==> src/rtl/cpu_pkg.sv <==
// Shared definitions for the multi-cycle RV32I-subset core: instruction field
// encodings, ALU operation and FSM state enums, and immediate decoders.
package cpu_pkg;

  // Major opcodes handled by the core
  localparam logic [6:0] OP_LUI    = 7'b0110111;
  localparam logic [6:0] OP_JAL    = 7'b1101111;
  localparam logic [6:0] OP_JALR   = 7'b1100111;
  localparam logic [6:0] OP_BRANCH = 7'b1100011;
  localparam logic [6:0] OP_LOAD   = 7'b0000011;
  localparam logic [6:0] OP_STORE  = 7'b0100011;
  localparam logic [6:0] OP_IMM    = 7'b0010011;
  localparam logic [6:0] OP_REG    = 7'b0110011;

  // funct3 values
  localparam logic [2:0] F3_ADD = 3'b000;
  localparam logic [2:0] F3_SLT = 3'b010;
  localparam logic [2:0] F3_OR  = 3'b110;
  localparam logic [2:0] F3_AND = 3'b111;
  localparam logic [2:0] F3_BEQ = 3'b000;
  localparam logic [2:0] F3_BNE = 3'b001;
  localparam logic [2:0] F3_LW  = 3'b010;
  localparam logic [2:0] F3_SW  = 3'b010;

  // funct7 values for register-register operations
  localparam logic [6:0] F7_BASE = 7'b0000000;
  localparam logic [6:0] F7_SUB  = 7'b0100000;

  typedef enum logic [2:0] {
    ALU_ADD,
    ALU_SUB,
    ALU_AND,
    ALU_OR,
    ALU_SLT
  } alu_op_t;

  typedef enum logic [1:0] {
    S_FETCH,
    S_EXEC,
    S_MEM,
    S_TRAP
  } state_t;

  function automatic logic [31:0] imm_i(input logic [31:0] ir);
    return {{20{ir[31]}}, ir[31:20]};
  endfunction

  function automatic logic [31:0] imm_s(input logic [31:0] ir);
    return {{20{ir[31]}}, ir[31:25], ir[11:7]};
  endfunction

  function automatic logic [31:0] imm_b(input logic [31:0] ir);
    return {{19{ir[31]}}, ir[31], ir[7], ir[30:25], ir[11:8], 1'b0};
  endfunction

  function automatic logic [31:0] imm_u(input logic [31:0] ir);
    return {ir[31:12], 12'b0};
  endfunction

  function automatic logic [31:0] imm_j(input logic [31:0] ir);
    return {{11{ir[31]}}, ir[31], ir[19:12], ir[20], ir[30:21], 1'b0};
  endfunction

endpackage

==> src/rtl/cpu_alu.sv <==
// Combinational ALU: add/sub/and/or/signed set-less-than, plus an equality
// flag on the raw operands used for branch resolution.
module cpu_alu
  import cpu_pkg::*;
(
  input  alu_op_t     op,
  input  logic [31:0] a,
  input  logic [31:0] b,
  output logic [31:0] y,
  output logic        eq
);

  // Select the arithmetic/logic result for the requested operation
  always_comb begin
    // NOTE: every output of a combinational block gets a default first, so no
    // path through the case leaves it unassigned and infers a latch.
    y = a + b;
    case (op)
      ALU_ADD: y = a + b;
      ALU_SUB: y = a - b;
      ALU_AND: y = a & b;
      ALU_OR:  y = a | b;
      ALU_SLT: y = {31'b0, ($signed(a) < $signed(b))};
      default: y = a + b;
    endcase
  end

  assign eq = (a == b);

endmodule

==> src/rtl/cpu_mc.sv <==
// Multi-cycle RV32I-subset core with req/ack instruction and data buses.
// FETCH -> EXEC -> (MEM ->) FETCH; one instruction in flight at a time.
// Optional trap unit enabled by defining CPU_MC_TRAP_EN: unknown opcodes and
// misaligned fetch/data addresses halt the core in TRAP until reset.
module cpu_mc
  import cpu_pkg::*;
#(
  parameter logic [31:0] RESET_PC = 32'h0,
  parameter int          NREGS    = 32,
  parameter int          ADDR_W   = 32
) (
  input  logic              clk,
  input  logic              n_reset,
  output logic              instr_req,
  output logic [ADDR_W-1:0] instr_addr,
  input  logic              instr_ack,
  input  logic [31:0]       instr_rdata,
  output logic              data_req,
  output logic              data_we,
  output logic [ADDR_W-1:0] data_addr,
  output logic [31:0]       data_wdata,
  input  logic              data_ack,
  input  logic [31:0]       data_rdata,
  output logic [31:0]       result,
  output logic              trap
);

  // With 16 registers the top bit of each register index is simply dropped.
  localparam int RIDX_W = (NREGS == 16) ? 4 : 5;

  state_t      state_q, state_d;
  logic [31:0] pc_q, pc_d;
  logic [31:0] ir_q, ir_d;
  logic [31:0] result_q, result_d;
  logic        data_we_q, data_we_d;
  logic [31:0] data_wdata_q, data_wdata_d;
  logic        run_q, run_d;
  logic [31:0] regs_q [NREGS];

  logic [6:0]        opcode;
  logic [2:0]        funct3;
  logic [6:0]        funct7;
  logic [RIDX_W-1:0] rd_idx, rs1_idx, rs2_idx;
  logic [31:0]       rs1_val, rs2_val;

  alu_op_t     alu_op;
  logic [31:0] alu_a, alu_b, alu_y;
  logic        alu_eq;
  logic        wr_en, is_mem, is_store;
  logic [31:0] pc_plus4, next_pc, wr_val;
  logic        go_trap;
  logic        rf_we;
  logic [31:0] rf_wdata;

  assign opcode  = ir_q[6:0];
  assign funct3  = ir_q[14:12];
  assign funct7  = ir_q[31:25];
  assign rd_idx  = ir_q[7 +: RIDX_W];
  assign rs1_idx = ir_q[15 +: RIDX_W];
  assign rs2_idx = ir_q[20 +: RIDX_W];
  assign rs1_val = (rs1_idx == '0) ? 32'h0 : regs_q[rs1_idx];
  assign rs2_val = (rs2_idx == '0) ? 32'h0 : regs_q[rs2_idx];

  // Decode the latched instruction into ALU controls and write/memory flags
  always_comb begin
    alu_op   = ALU_ADD;
    alu_a    = rs1_val;
    alu_b    = imm_i(ir_q);
    wr_en    = 1'b0;
    is_mem   = 1'b0;
    is_store = 1'b0;
    case (opcode)
      OP_REG: begin
        alu_b = rs2_val;
        wr_en = 1'b1;
        case ({funct7, funct3})
          {F7_BASE, F3_ADD}: alu_op = ALU_ADD;
          {F7_SUB,  F3_ADD}: alu_op = ALU_SUB;
          {F7_BASE, F3_AND}: alu_op = ALU_AND;
          {F7_BASE, F3_OR}:  alu_op = ALU_OR;
          {F7_BASE, F3_SLT}: alu_op = ALU_SLT;
          default:           wr_en  = 1'b0;
        endcase
      end
      OP_IMM: begin
        wr_en = 1'b1;
        case (funct3)
          F3_ADD:  alu_op = ALU_ADD;
          F3_AND:  alu_op = ALU_AND;
          F3_OR:   alu_op = ALU_OR;
          F3_SLT:  alu_op = ALU_SLT;
          default: wr_en  = 1'b0;
        endcase
      end
      OP_LUI: begin
        alu_a = 32'h0;
        alu_b = imm_u(ir_q);
        wr_en = 1'b1;
      end
      OP_JAL: begin
        alu_a = pc_q;
        alu_b = imm_j(ir_q);
        wr_en = 1'b1;
      end
      OP_JALR:   wr_en = 1'b1;
      OP_BRANCH: alu_b = rs2_val;
      OP_LOAD:   is_mem = (funct3 == F3_LW);
      OP_STORE: begin
        alu_b    = imm_s(ir_q);
        is_mem   = (funct3 == F3_SW);
        is_store = (funct3 == F3_SW);
      end
      default: ;
    endcase
  end

  cpu_alu u_alu (
    .op (alu_op),
    .a  (alu_a),
    .b  (alu_b),
    .y  (alu_y),
    .eq (alu_eq)
  );

  // Resolve next PC and the register write-back value from the ALU outputs
  always_comb begin
    pc_plus4 = pc_q + 32'd4;
    next_pc  = pc_plus4;
    wr_val   = alu_y;
    case (opcode)
      OP_JAL: begin
        next_pc = alu_y;
        wr_val  = pc_plus4;
      end
      OP_JALR: begin
        next_pc = {alu_y[31:1], 1'b0};
        wr_val  = pc_plus4;
      end
      OP_BRANCH: begin
        if ((funct3 == F3_BEQ && alu_eq) || (funct3 == F3_BNE && !alu_eq)) begin
          next_pc = pc_q + imm_b(ir_q);
        end
      end
      default: ;
    endcase
  end

`ifdef CPU_MC_TRAP_EN
  logic known_op;

  // Flag opcodes outside the supported subset
  always_comb begin
    known_op = opcode inside {OP_LUI, OP_JAL, OP_JALR, OP_BRANCH,
                              OP_LOAD, OP_STORE, OP_IMM, OP_REG};
  end

  assign go_trap = !known_op ||
                   (is_mem ? (alu_y[1:0] != 2'b00) : (next_pc[1:0] != 2'b00));
  assign trap    = (state_q == S_TRAP);
`else
  assign go_trap = 1'b0;
  assign trap    = 1'b0;
`endif

  // Next-state logic: sequence the bus handshakes and commit architectural state
  always_comb begin
    state_d      = state_q;
    pc_d         = pc_q;
    ir_d         = ir_q;
    result_d     = result_q;
    data_we_d    = data_we_q;
    data_wdata_d = data_wdata_q;
    rf_we        = 1'b0;
    rf_wdata     = wr_val;
    case (state_q)
      S_FETCH: begin
        if (instr_req && instr_ack) begin
          ir_d    = instr_rdata;
          state_d = S_EXEC;
        end
      end
      S_EXEC: begin
        result_d = alu_y;
        if (go_trap) begin
          state_d = S_TRAP;
        end else if (is_mem) begin
          data_we_d = is_store;
          if (is_store) data_wdata_d = rs2_val;
          state_d = S_MEM;
        end else begin
          rf_we   = wr_en;
          pc_d    = next_pc;
          state_d = S_FETCH;
        end
      end
      S_MEM: begin
        if (data_req && data_ack) begin
          rf_we    = !data_we_q;
          rf_wdata = data_rdata;
          pc_d     = pc_plus4;
          state_d  = S_FETCH;
        end
      end
      default: ;
    endcase
  end

  // Fetching starts one clock after reset is released.
  assign run_d = 1'b1;

  assign instr_req  = run_q && (state_q == S_FETCH);
  assign instr_addr = pc_q[ADDR_W-1:0];
  assign data_req   = (state_q == S_MEM);
  assign data_we    = data_we_q;
  assign data_addr  = result_q[ADDR_W-1:0];
  assign data_wdata = data_wdata_q;
  assign result     = result_q;

  // Control and datapath state registers
  always_ff @(posedge clk or negedge n_reset) begin
    if (!n_reset) begin
      state_q      <= S_FETCH;
      pc_q         <= RESET_PC;
      ir_q         <= 32'h0;
      result_q     <= 32'h0;
      data_we_q    <= 1'b0;
      data_wdata_q <= 32'h0;
      run_q        <= 1'b0;
    end else begin
      // NOTE: sequential state uses non-blocking assignments so every flop
      // samples pre-edge values regardless of statement or block order.
      state_q      <= state_d;
      pc_q         <= pc_d;
      ir_q         <= ir_d;
      result_q     <= result_d;
      data_we_q    <= data_we_d;
      data_wdata_q <= data_wdata_d;
      run_q        <= run_d;
    end
  end

  // Register file: single write port, x0 writes discarded
  always_ff @(posedge clk or negedge n_reset) begin
    if (!n_reset) begin
      // NOTE: the register file is reset because software relies on every
      // register reading zero after reset; a RAM macro could not provide this.
      for (int i = 0; i < NREGS; i++) regs_q[i] <= 32'h0;
    end else if (rf_we && rd_idx != '0) begin
      regs_q[rd_idx] <= rf_wdata;
    end
  end

endmodule

==> config.mk <==
export PLATFORM = sky130hd
export DESIGN_NAME = cpu_mc
export DESIGN_NICKNAME = d
export VERILOG_FILES = /design/src/rtl/cpu_pkg.sv /design/src/rtl/cpu_alu.sv /design/src/rtl/cpu_mc.sv
export SDC_FILE = /design/constraint.sdc
export NUM_CORES = 2
export LEC_CHECK = 0
export ABC_AREA = 0
export ABC_CLOCK_PERIOD_IN_PS = 8550
export BUFFER_PORTS_ARGS = -buffer_cell sky130_fd_sc_hd__buf_2
export CORE_MARGIN = 8
export CORE_UTILIZATION = 64
export CTS_CLUSTER_SIZE = 25
export DETAILED_ROUTE_END_ITERATION = 6
export PLACE_DENSITY = 0.82
export SLEW_MARGIN = 30
export SYNTH_ARGS = -nofsm -noshare
export SYNTH_HDL_FRONTEND = slang
export SYNTH_SLANG_ARGS = --single-unit
==> constraint.sdc <==
create_clock -name clk -period 8.55 [get_ports clk]
set_clock_uncertainty 0.05 [all_clocks]
set_input_delay 0.855 -clock clk [delete_from_list [all_inputs] [get_ports clk]]
set_output_delay 0.855 -clock clk [all_outputs]
set_load 0.02 [all_outputs]
[Word level (Yosys, flattened, before mapping)]
Index checks and enable logic that the tools add are counted.
Storage, ports and cells
  register bits after elaboration: 1156
  input port bits: 68
  output and inout bits: 132
Operators by class
  add/sub/neg operators: 4
  $lt $le $gt $ge: 5
  equality and inequality tests: 26
  mux-type cells: 37
  bitwise logic cells: 5
  reduce and logical (&&, ||, !) cells: 29
Operators with widths (number)
  bitwise mux 1024 bit: 1
  two-way mux 32 bit: 13
  binary-select mux 32 bit (select 5 bit): 2
  case mux 32 bit (4 select lines): 2
  demux 32 bit (select 5 bit): 1
  case mux 32 bit (2 select lines): 2
  case mux 32 bit (3 select lines): 1
  adder 32 bit: 2
  adder 32 x 3 -> 32 bit (second input constant): 1
  bitwise AND 32 bit: 1
  equality test 32 bit: 1
  < comparator 32 bit: 1
  bitwise OR 32 bit: 1
  subtractor 32 bit: 1
  equality test 7 x 6 -> 1 bit (second input constant): 3
  equality test 7 bit (second input constant): 3
  equality test 10 x 3 -> 1 bit (second input constant): 2
  >= comparator 6 bit (second input constant): 3
  NOT 5 -> 6 bit: 3
  case mux 3 bit (4 select lines): 1
  equality test 10 x 2 -> 1 bit (second input constant): 1
  equality test 10 x 9 -> 1 bit (second input constant): 1
  zero test 10 bit: 1
  zero test 5 bit: 2
  other kinds (31): 56

[Depth between registers and ports, before layout]
  word-level depth: 14
  mapped depth: 25
  depth with buffers taken out: 19

[Cells and area by module]
From an unflattened synthesis, not the netlist that was laid out.
Second synthesis, totals
  cells, all modules: 6567
  area total of the unflattened synthesis: 68119.1 µm²
By module, submodules not included
  cpu_mc: instances 1, cells an instance 5794, area an instance 63124.3 µm², sequential area each 28927.7 µm²
  cpu_alu: instances 1, cells an instance 773, area an instance 4994.8 µm², sequential area each 0.0 µm²

[Least setup slack after synthesis]
Ideal clock, no wire load.
  path kind: register -> register
  start: reg ir_q[20]
  end: reg regs_q[787] (netlist name)
  setup time: 0.136 ns
  arrival time: 6.309 ns
  required time: 8.364 ns
  slack: 2.055 ns
  stages on the path, launching flop included: 24
  clock period less this slack: 6.495 ns
  cell sequence: dfrtp_1 -> clkbuf_1 -> buf_2 -> clkbuf_1 -> buf_1 -> mux4_2 -> mux4_2 -> mux2i_1 -> nor2_1 -> a222oi_1 -> inv_1 -> ha_1 -> buf_2 -> a21o_1 -> a31oi_1 -> a21boi_1 -> a211o_1 -> a21oi_1 -> o41ai_1 -> a221o_1 -> a221o_1 -> a31oi_1 -> clkbuf_1 -> o21ai_0
Between the ends
  cells in the longest elaborated chain, start to end: 12
  elaborated cells on any way between the ends: 16
  classes of those cells: 2 x add/sub; 10 x mux; 3 x bitwise; 1 x reduce/logical
Ends and longest elaborated chain
  start, declared: line cpu_mc.sv:33  | logic [31:0] ir_q, ir_d;
  start signal, assigned: line cpu_mc.sv:234  | ir_q <= ir_d;
  NOT 5 -> 6 bit (implied by the code): line cpu_mc.sv:62  | assign rs2_val = (rs2_idx == '0) ? 32'h0 : regs_q[rs2_idx];
  binary-select mux 32 bit (select 5 bit): line cpu_mc.sv:62
  two-way mux 32 bit (implied by the code) (2 in a row): line cpu_mc.sv:62
  two-way mux 32 bit: line cpu_mc.sv:62
  case mux 32 bit (4 select lines) (*): line cpu_mc.sv:72  | case (opcode)
  adder 32 bit, or another cell as far along: line cpu_alu.sv:19, cpu_alu.sv:24
  case mux 32 bit (4 select lines) (*): line cpu_alu.sv:18  | case (op)
  two-way mux 32 bit (*): line cpu_mc.sv:130  | case (opcode)
  two-way mux 32 bit: line cpu_mc.sv:197  | if (data_req && data_ack) begin
  two-way mux 32 bit (*): line cpu_mc.sv:175  | case (state_q)
  bitwise mux 1024 bit (*): line cpu_mc.sv:249  | regs_q[rd_idx] <= rf_wdata;
  end signal, assigned by index: line cpu_mc.sv:249
  end, declared: line cpu_mc.sv:38  | logic [31:0] regs_q [NREGS];
Mark *: on every way between the ends. The rest lies on a longest branch, timed or not. The select of a mux whose other input is x is not followed.
A chain may end at the register's enable or synchronous reset.

[Worst setup path in the final report]
  start: reg ir_q[21]
  end: reg pc_q[31], in the netlist instr_addr[31]
Between the ends
  cells in the longest elaborated chain, start to end: 14
  elaborated cells on any way between the ends: 21
  classes of those cells: 2 x add/sub; 1 x eq/ne; 10 x mux; 3 x bitwise; 5 x reduce/logical
Ends and longest elaborated chain
  NOT 5 -> 6 bit (implied by the code): line cpu_mc.sv:62
  binary-select mux 32 bit (select 5 bit): line cpu_mc.sv:62
  two-way mux 32 bit (implied by the code) (2 in a row): line cpu_mc.sv:62
  two-way mux 32 bit: line cpu_mc.sv:62
  case mux 32 bit (4 select lines) (*): line cpu_mc.sv:72
  parallel branches: the longest is 5 deep, another holds adder 32 bit
  case mux 32 bit (3 select lines) (*): line cpu_mc.sv:130
  two-way mux 32 bit (*): line cpu_mc.sv:186  | end else if (is_mem) begin
  case mux 32 bit (2 select lines) (*): line cpu_mc.sv:175
  end signal, assigned: line cpu_mc.sv:233  | pc_q <= pc_d;
  end, declared: line cpu_mc.sv:32  | logic [31:0] pc_q, pc_d;
Mark *: on every way between the ends. The select of a mux whose other input is x is not followed.

==> flow_summary.ini <==
[status]
status = finished, violations left
violations = DRC

[die]
die_x_um = 340
rows = 119
io_pins = 200
placeableCoreArea_um2 = 105000
die_area_um2 = 116000
initial_core_util_pct = 64.2
die_y_um = 340

[cts]
cts_buffers = 116
root_buffer = clkbuf_16
h-tree-depth = 3
cts.sinks = 1156
cts_buffer_depth = 3
clk_pin_slew_worst_paths_ns = 0.07
tritoncts = yes
postCtsSetupBuffers = 0
clock_latency_ns = 0.75
postCtsHoldBufs = 0
cts-resized-gates = 0

[global_routing]
grt_overflow = 0
antenna_found_initial = 12
track_usage_pct = 43.0
grt_start_max_net_pins = 184
grt_pass1_wl_um = 375000
grt_pass1_vias = 58211

[yosys]
synth_flop_cell = dfrtp_1
synth_top_area_share_pct = 43.0
async_flop_share_pct = 100
yosysTopAreaCell = dfrtp_1
syn_area_um2 = 67300
netlist_instances = 6464
synthDistinctLibCells = 104
synth_enable_flop_cells = 0
ys_warn_count = 0
syn_avg_cell_area_um2 = 10.4
yosys-top-cells-area = dfrtp_1 43%, mux4_2 18%, a21oi_1 4.7%, o21ai_0 4.3%, nor2_1 4.0%
ys_seq_area_share_pct = 43.0
synth-seq-cells = 1156
synth_nets = 6666

[drt]
dr.pass1.iters = 7
drcViolationCount = 24
viasPerCell = 7.45
drt-initial-drc-count = 9537
vias = 58407
ant_nets = 0
wl_um = 254000
wl_per_cell_um = 32.5

[power]
leakagePower_nw = 32.2
ir_worst_vdd_v = 0.000700
power_density_nw_per_um2 = 402

[worst_setup_path]
crit_end = instr_addr[31]
critPathMaxFanout = 48
reg2regPathDepth = 19
critPathLaunch = ir_q[21]
arrival_ns = 8.66
critPathCaptureType = register
r2r_end = instr_addr[31]
start_kind = register
critPathKind = reg -> reg
cp.required_ns = 9.09
reg2reg_from = ir_q[21]
r2r_slack_ns = 0.43

[sta]
worstMarginPinSlew_ns = 1.08
setup_ws_ns = 0.432
setup_viol = 0
rsz0062_at_grt = false
hold_violations = 0
finalCritPeriodShare_pct = 94.9
fin_crit_ns = 8.12
fmax_mhz = 123
maxSlewViolCount = 0
relSlewSlack_pct = 27.6
finalSetupTns_ns = 0

[hold_path]
min_path_type = in -> async

[placement]
gp_congestion = 1.06
dpl_cell_area_um2 = 69700
io_buffer_count = 198
pre_cts_slack_ns = 0.827
place_hpwl_um = 167000

[run]
drv_cap = 0

[final_layout]
nNetsFinal = 6544
layout-drive-gt1-share_pct = 22.5
postLayoutCoreUtil_pct = 70.5
area_delta_synth_final_pct = 9.76
design_area_um2 = 73900
[cells by family after synthesis]
group / share of synthesized area [%]
other: 0.0112
adder cells (fa/ha/maj): 2.52
buffers and inverters: 4.81
AND/OR/NAND/NOR: 10.8
XOR/XNOR: 0.780
flip-flops: 43.0
AO/OA/AOI/OAI: 15.9
multiplexers: 22.2
[through the flow]
stage          std cells  power, mW  hold WS [ns]
2_1_floorplan       6464       17.3         0.391
3_3_place_gp        7604       23.3         0.327
3_5_place_dp        7612       23.4         0.335
4_1_cts             7828       29.0         0.112
5_1_grt             7832       30.5         0.157
6_report            7837       29.7        0.0987
[layout make-up]
cell class | instances | area (µm²)
flip-flops and latches | 1156 | 29000
repair buffers | 428 | 3160
multi-input cells | 4528 | 35500
inverters | 112 | 420
clock inverters | 59 | 777
diodes | 6 | 15.0
well taps | 1391 | 1740
clock buffers | 157 | 3340
fillers | 7020 | 30900
[how the worst min path moves through the flow]
stage,from,end,slack (ns),depth (start not counted)
2_1_floorplan,regs_q[1007],regs_q[1007],0.39,1
3_3_place_gp,regs_q[1016],regs_q[1016],0.33,0
3_5_place_dp,regs_q[992],regs_q[992],0.34,0
4_1_cts,n_reset,regs_q[202],0.11,1
5_1_grt,n_reset,regs_q[202],0.16,1
6_report,n_reset,regs_q[234],0.1,1
[Yosys cell counts (all sizes together) (20+ instances only)]
master  number
a211oi      29
nor3        51
ha         131
o221ai      43
and3        21
and2        26
a21oi      659
a31oi       60
xnor2       33
a21o        34
a22oi       30
nand2b      24
a221oi      32
nand4       20
nor2       731
nand2      723
mux2i      141
inv        112
dfrtp     1156
o31ai       69
mux4       552
a221o       32
o22ai       38
buf        192
o21ai      623
nand3       60
xor2        27
mux2       100
nor4        22
clkbuf     476
[where the power goes]
part	switching, mW	internal [mW]	total (mW)	leakage (nW)
Clock	2.35	3.20	5.54	2.04
Sequential	1.12	6.04	7.15	15.9
Combinational	11.8	5.20	17.1	14.3
[sequential cells by signal, summed over array words and instances (netlist names)]
register / flops
regs_q: 1024
data_addr: 32
data_wdata: 32
instr_addr: 32
ir_q: 32
state_q: 2
data_we: 1
run_q: 1
[cells in the final DEF, fill, tap and decap left out, drive strengths merged, types with 24 or more instances in the layout]
cell and n:
a211oi 29, a21o 34, a21oi 659, a221o 32, a221oi 32, a22oi 30
a31oi 60, and2 26, buf 428, clkbuf 157, clkinv 35, dfrtp 1156
ha 131, inv 117, mux2 100, mux2i 141, mux4 552, nand2 723
nand2b 24, nand3 60, nor2 731, nor3 51, o21ai 623, o221ai 43
o22ai 38, o31ai 69, xnor2 33, xor2 27
[critical path: stages (launching register included)]
cell	delay, ns
dfrtp_4	1.06
buf_4	0.68
mux4_2	0.44
mux4_2	0.48
mux2i_1	0.67
nor2_1	0.20
a221o_1	0.38
and2_1	0.18
ha_1	0.43
nor4_1	0.49
nand4_1	0.39
o31a_1	0.39
o21ai_1	0.13
buf_4	0.30
or2_2	0.23
nor4_1	0.07
a31oi_1	0.31
nand3_1	0.27
nor3_1	0.61
nor3_1	0.11
[layer usage]
| metal | global-route usage (%) | vias to the layer above | routed length [µm] |
|---|---|---|---|
| li1 | - | 23368 | - |
| met1 | 54.1 | 28857 | 86800 |
| met2 | 62.2 | 4891 | 110000 |
| met3 | 16.0 | 1279 | 37000 |
| met4 | 28.9 | 12 | 21000 |
| met5 | 0 | - | 128 |
Note: power is estimated with default switching activity, not from simulation.
